`config.mk`:
```
export PLATFORM = sky130hd
export DESIGN_NAME = plic_axil_slave
export DESIGN_NICKNAME = d
export VERILOG_FILES = /design/src/rtl/plic_axil_slave.sv
export SDC_FILE = /design/constraint.sdc
export NUM_CORES = 1
export LEC_CHECK = 0
export BUFFER_PORTS_ARGS = -buffer_cell sky130_fd_sc_hd__buf_2
export CAP_MARGIN = 30
export CORE_MARGIN = 10
export CORE_UTILIZATION = 45
export DETAILED_ROUTE_END_ITERATION = 6
export PLACE_DENSITY_LB_ADDON = 0.08
export SLEW_MARGIN = 25
export SYNTH_ARGS = -nofsm -noshare
export SYNTH_HDL_FRONTEND = slang
export SYNTH_SLANG_ARGS = --single-unit
```
`constraint.sdc`:
```
create_clock -name clk -period 1.6 [get_ports clk]
set_input_delay 0 -clock clk [delete_from_list [all_inputs] [get_ports clk]]
set_output_delay 0 -clock clk [all_outputs]
set_load 0.005 [all_outputs]
```
`src/rtl/plic_axil_slave.sv`:
```
// AXI4-Lite slave that turns AXI write/read transactions into single-cycle accesses on the
// interrupt controller's simple register port (waddr/wdata/wstrb/wen, raddr/rdata).
module plic_axil_slave #(
  parameter int unsigned            ADDR_WIDTH = 16,
  parameter int unsigned            DATA_WIDTH = 32,
  parameter logic [ADDR_WIDTH-1:0]  ADDR_LIMIT = 16'h1000
) (
  input  logic                      clk,
  input  logic                      rst,
  input  logic [ADDR_WIDTH-1:0]     s_awaddr,
  input  logic                      s_awvalid,
  output logic                      s_awready,
  input  logic [DATA_WIDTH-1:0]     s_wdata,
  input  logic [DATA_WIDTH/8-1:0]   s_wstrb,
  input  logic                      s_wvalid,
  output logic                      s_wready,
  output logic [1:0]                s_bresp,
  output logic                      s_bvalid,
  input  logic                      s_bready,
  input  logic [ADDR_WIDTH-1:0]     s_araddr,
  input  logic                      s_arvalid,
  output logic                      s_arready,
  output logic [DATA_WIDTH-1:0]     s_rdata,
  output logic [1:0]                s_rresp,
  output logic                      s_rvalid,
  input  logic                      s_rready,
  output logic [ADDR_WIDTH-1:0]     reg_waddr,
  output logic [DATA_WIDTH-1:0]     reg_wdata,
  output logic [DATA_WIDTH/8-1:0]   reg_wstrb,
  output logic                      reg_wen,
  output logic [ADDR_WIDTH-1:0]     reg_raddr,
  input  logic [DATA_WIDTH-1:0]     reg_rdata
);

  typedef enum logic [1:0] {W_COLLECT, W_EXEC, W_RESP} wState_t;
  typedef enum logic [1:0] {R_IDLE, R_SAMPLE, R_RESP} rState_t;

  wState_t                  r_wState;
  rState_t                  r_rState;
  logic                     r_awFull;
  logic                     r_wFull;
  logic [ADDR_WIDTH-1:0]    r_awAddr;
  logic [DATA_WIDTH-1:0]    r_wData;
  logic [DATA_WIDTH/8-1:0]  r_wStrb;

  logic                     w_awHs;
  logic                     w_wHs;
  logic                     w_arHs;
  logic                     w_awCaptured;
  logic                     w_wCaptured;
  logic [ADDR_WIDTH-1:0]    w_awAddrSel;
  logic [DATA_WIDTH-1:0]    w_wDataSel;
  logic [DATA_WIDTH/8-1:0]  w_wStrbSel;

  assign w_awHs       = s_awvalid & s_awready;
  assign w_wHs        = s_wvalid & s_wready;
  assign w_arHs       = s_arvalid & s_arready;
  assign w_awCaptured = r_awFull | w_awHs;
  assign w_wCaptured  = r_wFull | w_wHs;

  // A beat arriving this cycle bypasses its buffer so exec can start right after the last handshake.
  assign w_awAddrSel  = r_awFull ? r_awAddr : s_awaddr;
  assign w_wDataSel   = r_wFull  ? r_wData  : s_wdata;
  assign w_wStrbSel   = r_wFull  ? r_wStrb  : s_wstrb;

  always_ff @(posedge clk) begin
    if (rst) begin
      r_wState  <= W_COLLECT;
      r_awFull  <= 1'b0;
      r_wFull   <= 1'b0;
      r_awAddr  <= '0;
      r_wData   <= '0;
      r_wStrb   <= '0;
      s_awready <= 1'b0;
      s_wready  <= 1'b0;
      s_bvalid  <= 1'b0;
      s_bresp   <= 2'b00;
      reg_waddr <= '0;
      reg_wdata <= '0;
      reg_wstrb <= '0;
      reg_wen   <= 1'b0;
    end else begin
      unique case (r_wState)
        W_COLLECT: begin
          if (w_awHs) begin
            r_awFull <= 1'b1;
            r_awAddr <= s_awaddr;
          end
          if (w_wHs) begin
            r_wFull <= 1'b1;
            r_wData <= s_wdata;
            r_wStrb <= s_wstrb;
          end
          if (w_awCaptured && w_wCaptured) begin
            reg_waddr <= w_awAddrSel;
            reg_wdata <= w_wDataSel;
            reg_wstrb <= w_wStrbSel;
            reg_wen   <= (w_awAddrSel < ADDR_LIMIT) && (w_wStrbSel != '0);
            s_awready <= 1'b0;
            s_wready  <= 1'b0;
            r_wState  <= W_EXEC;
          end else begin
            s_awready <= !w_awCaptured;
            s_wready  <= !w_wCaptured;
          end
        end
        W_EXEC: begin
          reg_wen  <= 1'b0;
          s_bvalid <= 1'b1;
          s_bresp  <= (reg_waddr >= ADDR_LIMIT) ? 2'b10 : 2'b00;
          r_wState <= W_RESP;
        end
        W_RESP: begin
          if (s_bready) begin
            s_bvalid  <= 1'b0;
            s_bresp   <= 2'b00;
            r_awFull  <= 1'b0;
            r_wFull   <= 1'b0;
            s_awready <= 1'b1;
            s_wready  <= 1'b1;
            r_wState  <= W_COLLECT;
          end
        end
        default: r_wState <= W_COLLECT;
      endcase
    end
  end

  // Read data is taken one cycle after the address lands on reg_raddr, giving the register file a full cycle.
  always_ff @(posedge clk) begin
    if (rst) begin
      r_rState  <= R_IDLE;
      s_arready <= 1'b0;
      s_rvalid  <= 1'b0;
      s_rdata   <= '0;
      s_rresp   <= 2'b00;
      reg_raddr <= '0;
    end else begin
      unique case (r_rState)
        R_IDLE: begin
          if (w_arHs) begin
            reg_raddr <= s_araddr;
            s_arready <= 1'b0;
            r_rState  <= R_SAMPLE;
          end else begin
            s_arready <= 1'b1;
          end
        end
        R_SAMPLE: begin
          if (reg_raddr >= ADDR_LIMIT) begin
            s_rdata <= '0;
            s_rresp <= 2'b10;
          end else begin
            s_rdata <= reg_rdata;
            s_rresp <= 2'b00;
          end
          s_rvalid <= 1'b1;
          r_rState <= R_RESP;
        end
        R_RESP: begin
          if (s_rready) begin
            s_rvalid  <= 1'b0;
            s_arready <= 1'b1;
            r_rState  <= R_IDLE;
          end
        end
        default: r_rState <= R_IDLE;
      endcase
    end
  end

endmodule
```
# Yosys cells after proc, flatten, opt, wreduce, memory -nomap -nowiden
# Cells that the tools add are included.
# classes
n_lt_le_gt_ge	3
eq_ne	10
mux	31
bitwise_logic	5
n_reduce_logical	25
# op_table
operator	count
32-bit two-way mux	2
16-bit by 13-bit greater-or-equal comparator with 1-bit output, second input constant	2
2-bit AND reduction	11
16-bit by 13-bit less-than comparator with 1-bit output, second input constant	1
16-bit two-way mux	1
1-bit case mux with 2 select lines	8
2-bit two-way mux	6
2-bit != test, second input constant	6
2-bit case mux with 3 select lines	2
1-bit two-way mux	10
2-bit nonzero test	5
3-bit AND reduction	2
2-bit by 1-bit == test with 1-bit output, second input constant	2
2-bit == test, second input constant	2
2-bit logical NOT	2
4-bit two-way mux	1
2-bit case mux with 2 select lines	1
4-bit nonzero test	1
1-bit bitwise AND	3
1-bit logical AND	2
1-bit logical NOT	2
1-bit OR	2
# totals
reg_bits	168
inputBits	107
out_inout_bits	110
word_cells	94

# Logic depth before layout (Yosys ltp)
# depth
depth_word	5
ltp_mapped	7
ltp_nobuf	4

# Worst setup path before layout
# Ideal clock, no wire load.
# synth_path
path_kind	register -> register
startpoint	register r_awFull
endpoint	register reg_wen
setup_time_ns	0.080
arrival_time_ns	1.524
t_required_ns	1.520
setup_slack_ns	-0.003
path_stages_with_launch	6
n_path_buf	1
synth_period_minus_slack_ns	1.603
path_cell_list	dfxtp_1 > buf_6 > or4b_2 > o22ai_1 > o2111ai_1 > a211oi_2
# synth_via
elab_chain_len	5
word_cells_on_any_way	9
classes_between	1 x order compare; 1 x eq/ne; 3 x mux; 1 x bitwise; 3 x reduce/logical
# synth_rtl
item	line	source
from (decl)	40	logic r_awFull;
from (signal assigned)	69	r_awFull <= 1'b0;
from (signal assigned)	86	r_awFull <= 1'b1;
from (signal assigned)	117	r_awFull <= 1'b0;
16-bit two-way mux	62	assign w_awAddrSel = r_awFull ? r_awAddr : s_awaddr;
16-bit by 13-bit less-than comparator with 1-bit output	98	reg_wen <= (w_awAddrSel < ADDR_LIMIT) && (w_wStrbSel != '0);
1-bit logical AND	98	
1-bit two-way mux	94	if (w_awCaptured && w_wCaptured) begin
1-bit case mux with 2 select lines	83	unique case (r_wState)
to (signal assigned)	98	
to (decl)	30	output logic reg_wen,
# Parallel ways exist; a longest one is shown, timed or not. The select of a mux whose other input is x is not followed.
# A chain may end at the register's enable or synchronous reset.

# Worst setup path after layout
# layout_path
startpoint	register s_wready
endpoint	register reg_wdata[25]
# layout_via
elab_chain_len	4
# layout_rtl
item	line	source
from (decl)	16	output logic s_wready,
from (signal assigned)	104	s_wready <= !w_wCaptured;
1-bit bitwise AND	56	assign w_wHs = s_wvalid & s_wready;
1-bit OR	59	assign w_wCaptured = r_wFull | w_wHs;
1-bit logical AND	94	
2-bit AND reduction (no source line)	--	
to (signal assigned)	96	reg_wdata <= w_wDataSel;
to (decl)	28	output logic [DATA_WIDTH-1:0] reg_wdata,
# Every way passes these cells.

==> flow_summary.json <==
{
  "port_buffers": 214,
  "antenna_found_initial": 1,
  "grt_pass1_vias": 6325,
  "yosys_warnings": 0,
  "ant_nets": 0,
  "grt_usage": 0.2008,
  "powerDensity_nw_per_um2": 1082,
  "place_ws_ns": 0.006755,
  "status": "complete, no violations",
  "ctsRootBufferMaster": "clkbuf_16",
  "insertion_delay_ns": 0.43,
  "place.gp.congestion": 0.7369,
  "finalCritPeriodShare": 0.9687,
  "holdPathStages": 2,
  "finalHoldViolations": 0,
  "synth_top_cell_area_share": 0.5310,
  "maxCapViolCount": 0,
  "avgSynthCellArea_um2": 8.827,
  "async_flop_share": 0,
  "clock.fmax_mhz": 645.2,
  "crit_type": "reg -> reg",
  "grt_pass1_wl_um": 30570,
  "area_growth_pct": 49.66,
  "start_kind": "flop",
  "dp_hpwl_um": 12710,
  "critPathMaxFanout": 30,
  "clk_pin_slew_ns": 0.06,
  "slew_violations": 0,
  "layout.nets": 1126,
  "rr_worst_depth": 6,
  "htree_levels": 4,
  "core_area_um2": 13770,
  "synth_edf_count": 0,
  "die_h_um": 137.9,
  "fin_cells": 1212,
  "drtIter0Drc": 259,
  "final_common_cell": "buf_2",
  "ys_seq_elements": 166,
  "boundaryPins": 217,
  "wl_um": 19450,
  "crit_path_end_kind": "flop",
  "netlist_instances": 709,
  "grt_max_degree": 55,
  "dp_cells": 1072,
  "rsz0062_at_grt": "true",
  "cp.required_ns": 1.94,
  "cts_tree": "built",
  "final_cell_mix": "buf_2, dfxtp_1, nand2_1",
  "die_w_um": 137.9,
  "peakVddDrop_mv": 0.7187,
  "die_area_um2": 19020,
  "clock_skew_ns": 0.01027,
  "wl_per_cell_um": 16.05,
  "initial_utilization": 0.4544,
  "overflow": 0,
  "final-setup-viol-count": 0,
  "min_period_ns": 1.550,
  "clkSinkCount": 166,
  "crit_path_top_delay_cell": "dfxtp_4",
  "final_cell_area_um2": 9366,
  "synth_cell_type_count": 31,
  "syn-cell-area_um2": 6259,
  "place_area_um2": 7641,
  "crit_arrival_ns": 1.89,
  "clock_path_buffers": 2,
  "synth_flop_cell": "dfxtp_1",
  "worstHoldPathType": "in -> reg",
  "drt_pass1_iterations": 5,
  "drc": 0,
  "vias": 6116,
  "vias_per_cell": 5.046,
  "synthTopCellsByArea": "dfxtp_1, nand2_1, mux2i_1, a211oi_1, a21oi_1",
  "drive_gt1_frac": 0.2806,
  "critPathMaxStageDelay_ns": 0.36,
  "cts-buffers-inserted": 17,
  "path_cells": "a21oi_2, nor4_4, buf_12, buf_16, nor2_1, a211oi_2",
  "total_leakage_power_uw": 0.003927,
  "synth_top_area_cell": "dfxtp_1",
  "core.rowCount": 43,
  "worst_slack_ns": 0.05000,
  "yosysSeqAreaShare": 0.5310
}
worst paths after layout:
path	startpoint	slack [ns]	endpoint
worst min register to register	r_wData[7]	0.45	r_wData[7]
worst min-delay path	rst	0.04	r_wData[3]
worst max-delay path	s_wready	0.05	reg_wdata[25]
worst max register to register	s_wready	0.05	reg_wdata[25]
power by group:
part	internal (uW)	switching (uW)
logic	834	799
clock network	2400	1530
registers	4410	157
per-stage QoR:
| stage | util | TNS, ns | power (uW) | hold WS [ns] |
|---|---|---|---|---|
| floorplan | - | 0 | 5396 | 0.1360 |
| global placement | 0.5548 | 0 | 5969 | 0.2343 |
| detailed placement | 0.5548 | 0 | 6014 | 0.2429 |
| CTS | 0.6701 | 0 | 10160 | 0.01219 |
| global route | 0.6799 | -0.1261 | 10610 | 0.06041 |
| finish | 0.6801 | 0 | 10130 | 0.03823 |
synth_stat cells (all sizes together), types with 3 or more instances:
master / instances
a211oi: 55
o21ai: 3
mux2i: 52
nor3: 4
nor2: 94
a22oi: 32
nor2b: 3
buf: 16
dfxtp: 166
or4: 3
a21oi: 75
clkbuf: 45
nand2: 139
kinds of logic (layout without fill, tap and decap cells):
family / count (synthesis) / in the layout / share of synthesized area
AOI/OAI and AO/OA: 169 / 169 / 0.1727
muxes: 52 / 52 / 0.08317
DFF: 166 / 166 / 0.5310
and+or+nand+nor: 258 / 258 / 0.1697
buffers and inverters: 63 / 383 / 0.04278
other: 1 / 4 / 0.0005992
timing repair:
item,4_1_cts,5_1_grt
endpoints found under the hold margin,161,0
pin swaps,0,6
hold buffers,102,0
cloned,0,2
resized for setup,2,11
buffers inserted,0,4
endpoints found under the setup margin,1,33
critical path: cells and delay by family (launching register included):
family	cells	cell delay (ns)
flops	1	0.36
simple gates	2	0.44
compound gates	2	0.29
buf+inv	2	0.37
area by class of cell:
class                           count  area, um^2
Sequential cell                   166        3329
Clock inverter                      4       70.07
Timing Repair Buffer              351        2520
Multi-Input combinational cell    481        2720
Fill cell                        1085        4407
Inverter                            2       7.507
Tap cell                          180       225.2
Antenna cell                        2       5.005
Clock buffer                       26       489.2
sequential cells by signal, summed over array words and instances (netlist names):
| name | cells |
|---|---|
| reg_raddr | 16 |
| r_rState | 2 |
| r_wFull | 1 |
| s_bresp | 1 |
| s_bvalid | 1 |
| s_rresp | 1 |
| r_wStrb | 4 |
| reg_wstrb | 4 |
| r_wState | 2 |
| reg_waddr | 16 |
| r_awFull | 1 |
| s_wready | 1 |
| reg_wdata | 32 |
| s_rvalid | 1 |
| s_awready | 1 |
| r_awAddr | 16 |
| s_rdata | 32 |
| reg_wen | 1 |
| s_arready | 1 |
| r_wData | 32 |
metal layers:
metal,wire length [um],vias to the layer above,global-route usage
met2,9702,202,0.3374
met3,1725,28,0.08696
met1,7699,2821,0.2194
met5,0,-,0
li1,-,3065,-
met4,320,0,0.07706
No activity file was read; power rests on OpenSTA's default activity.
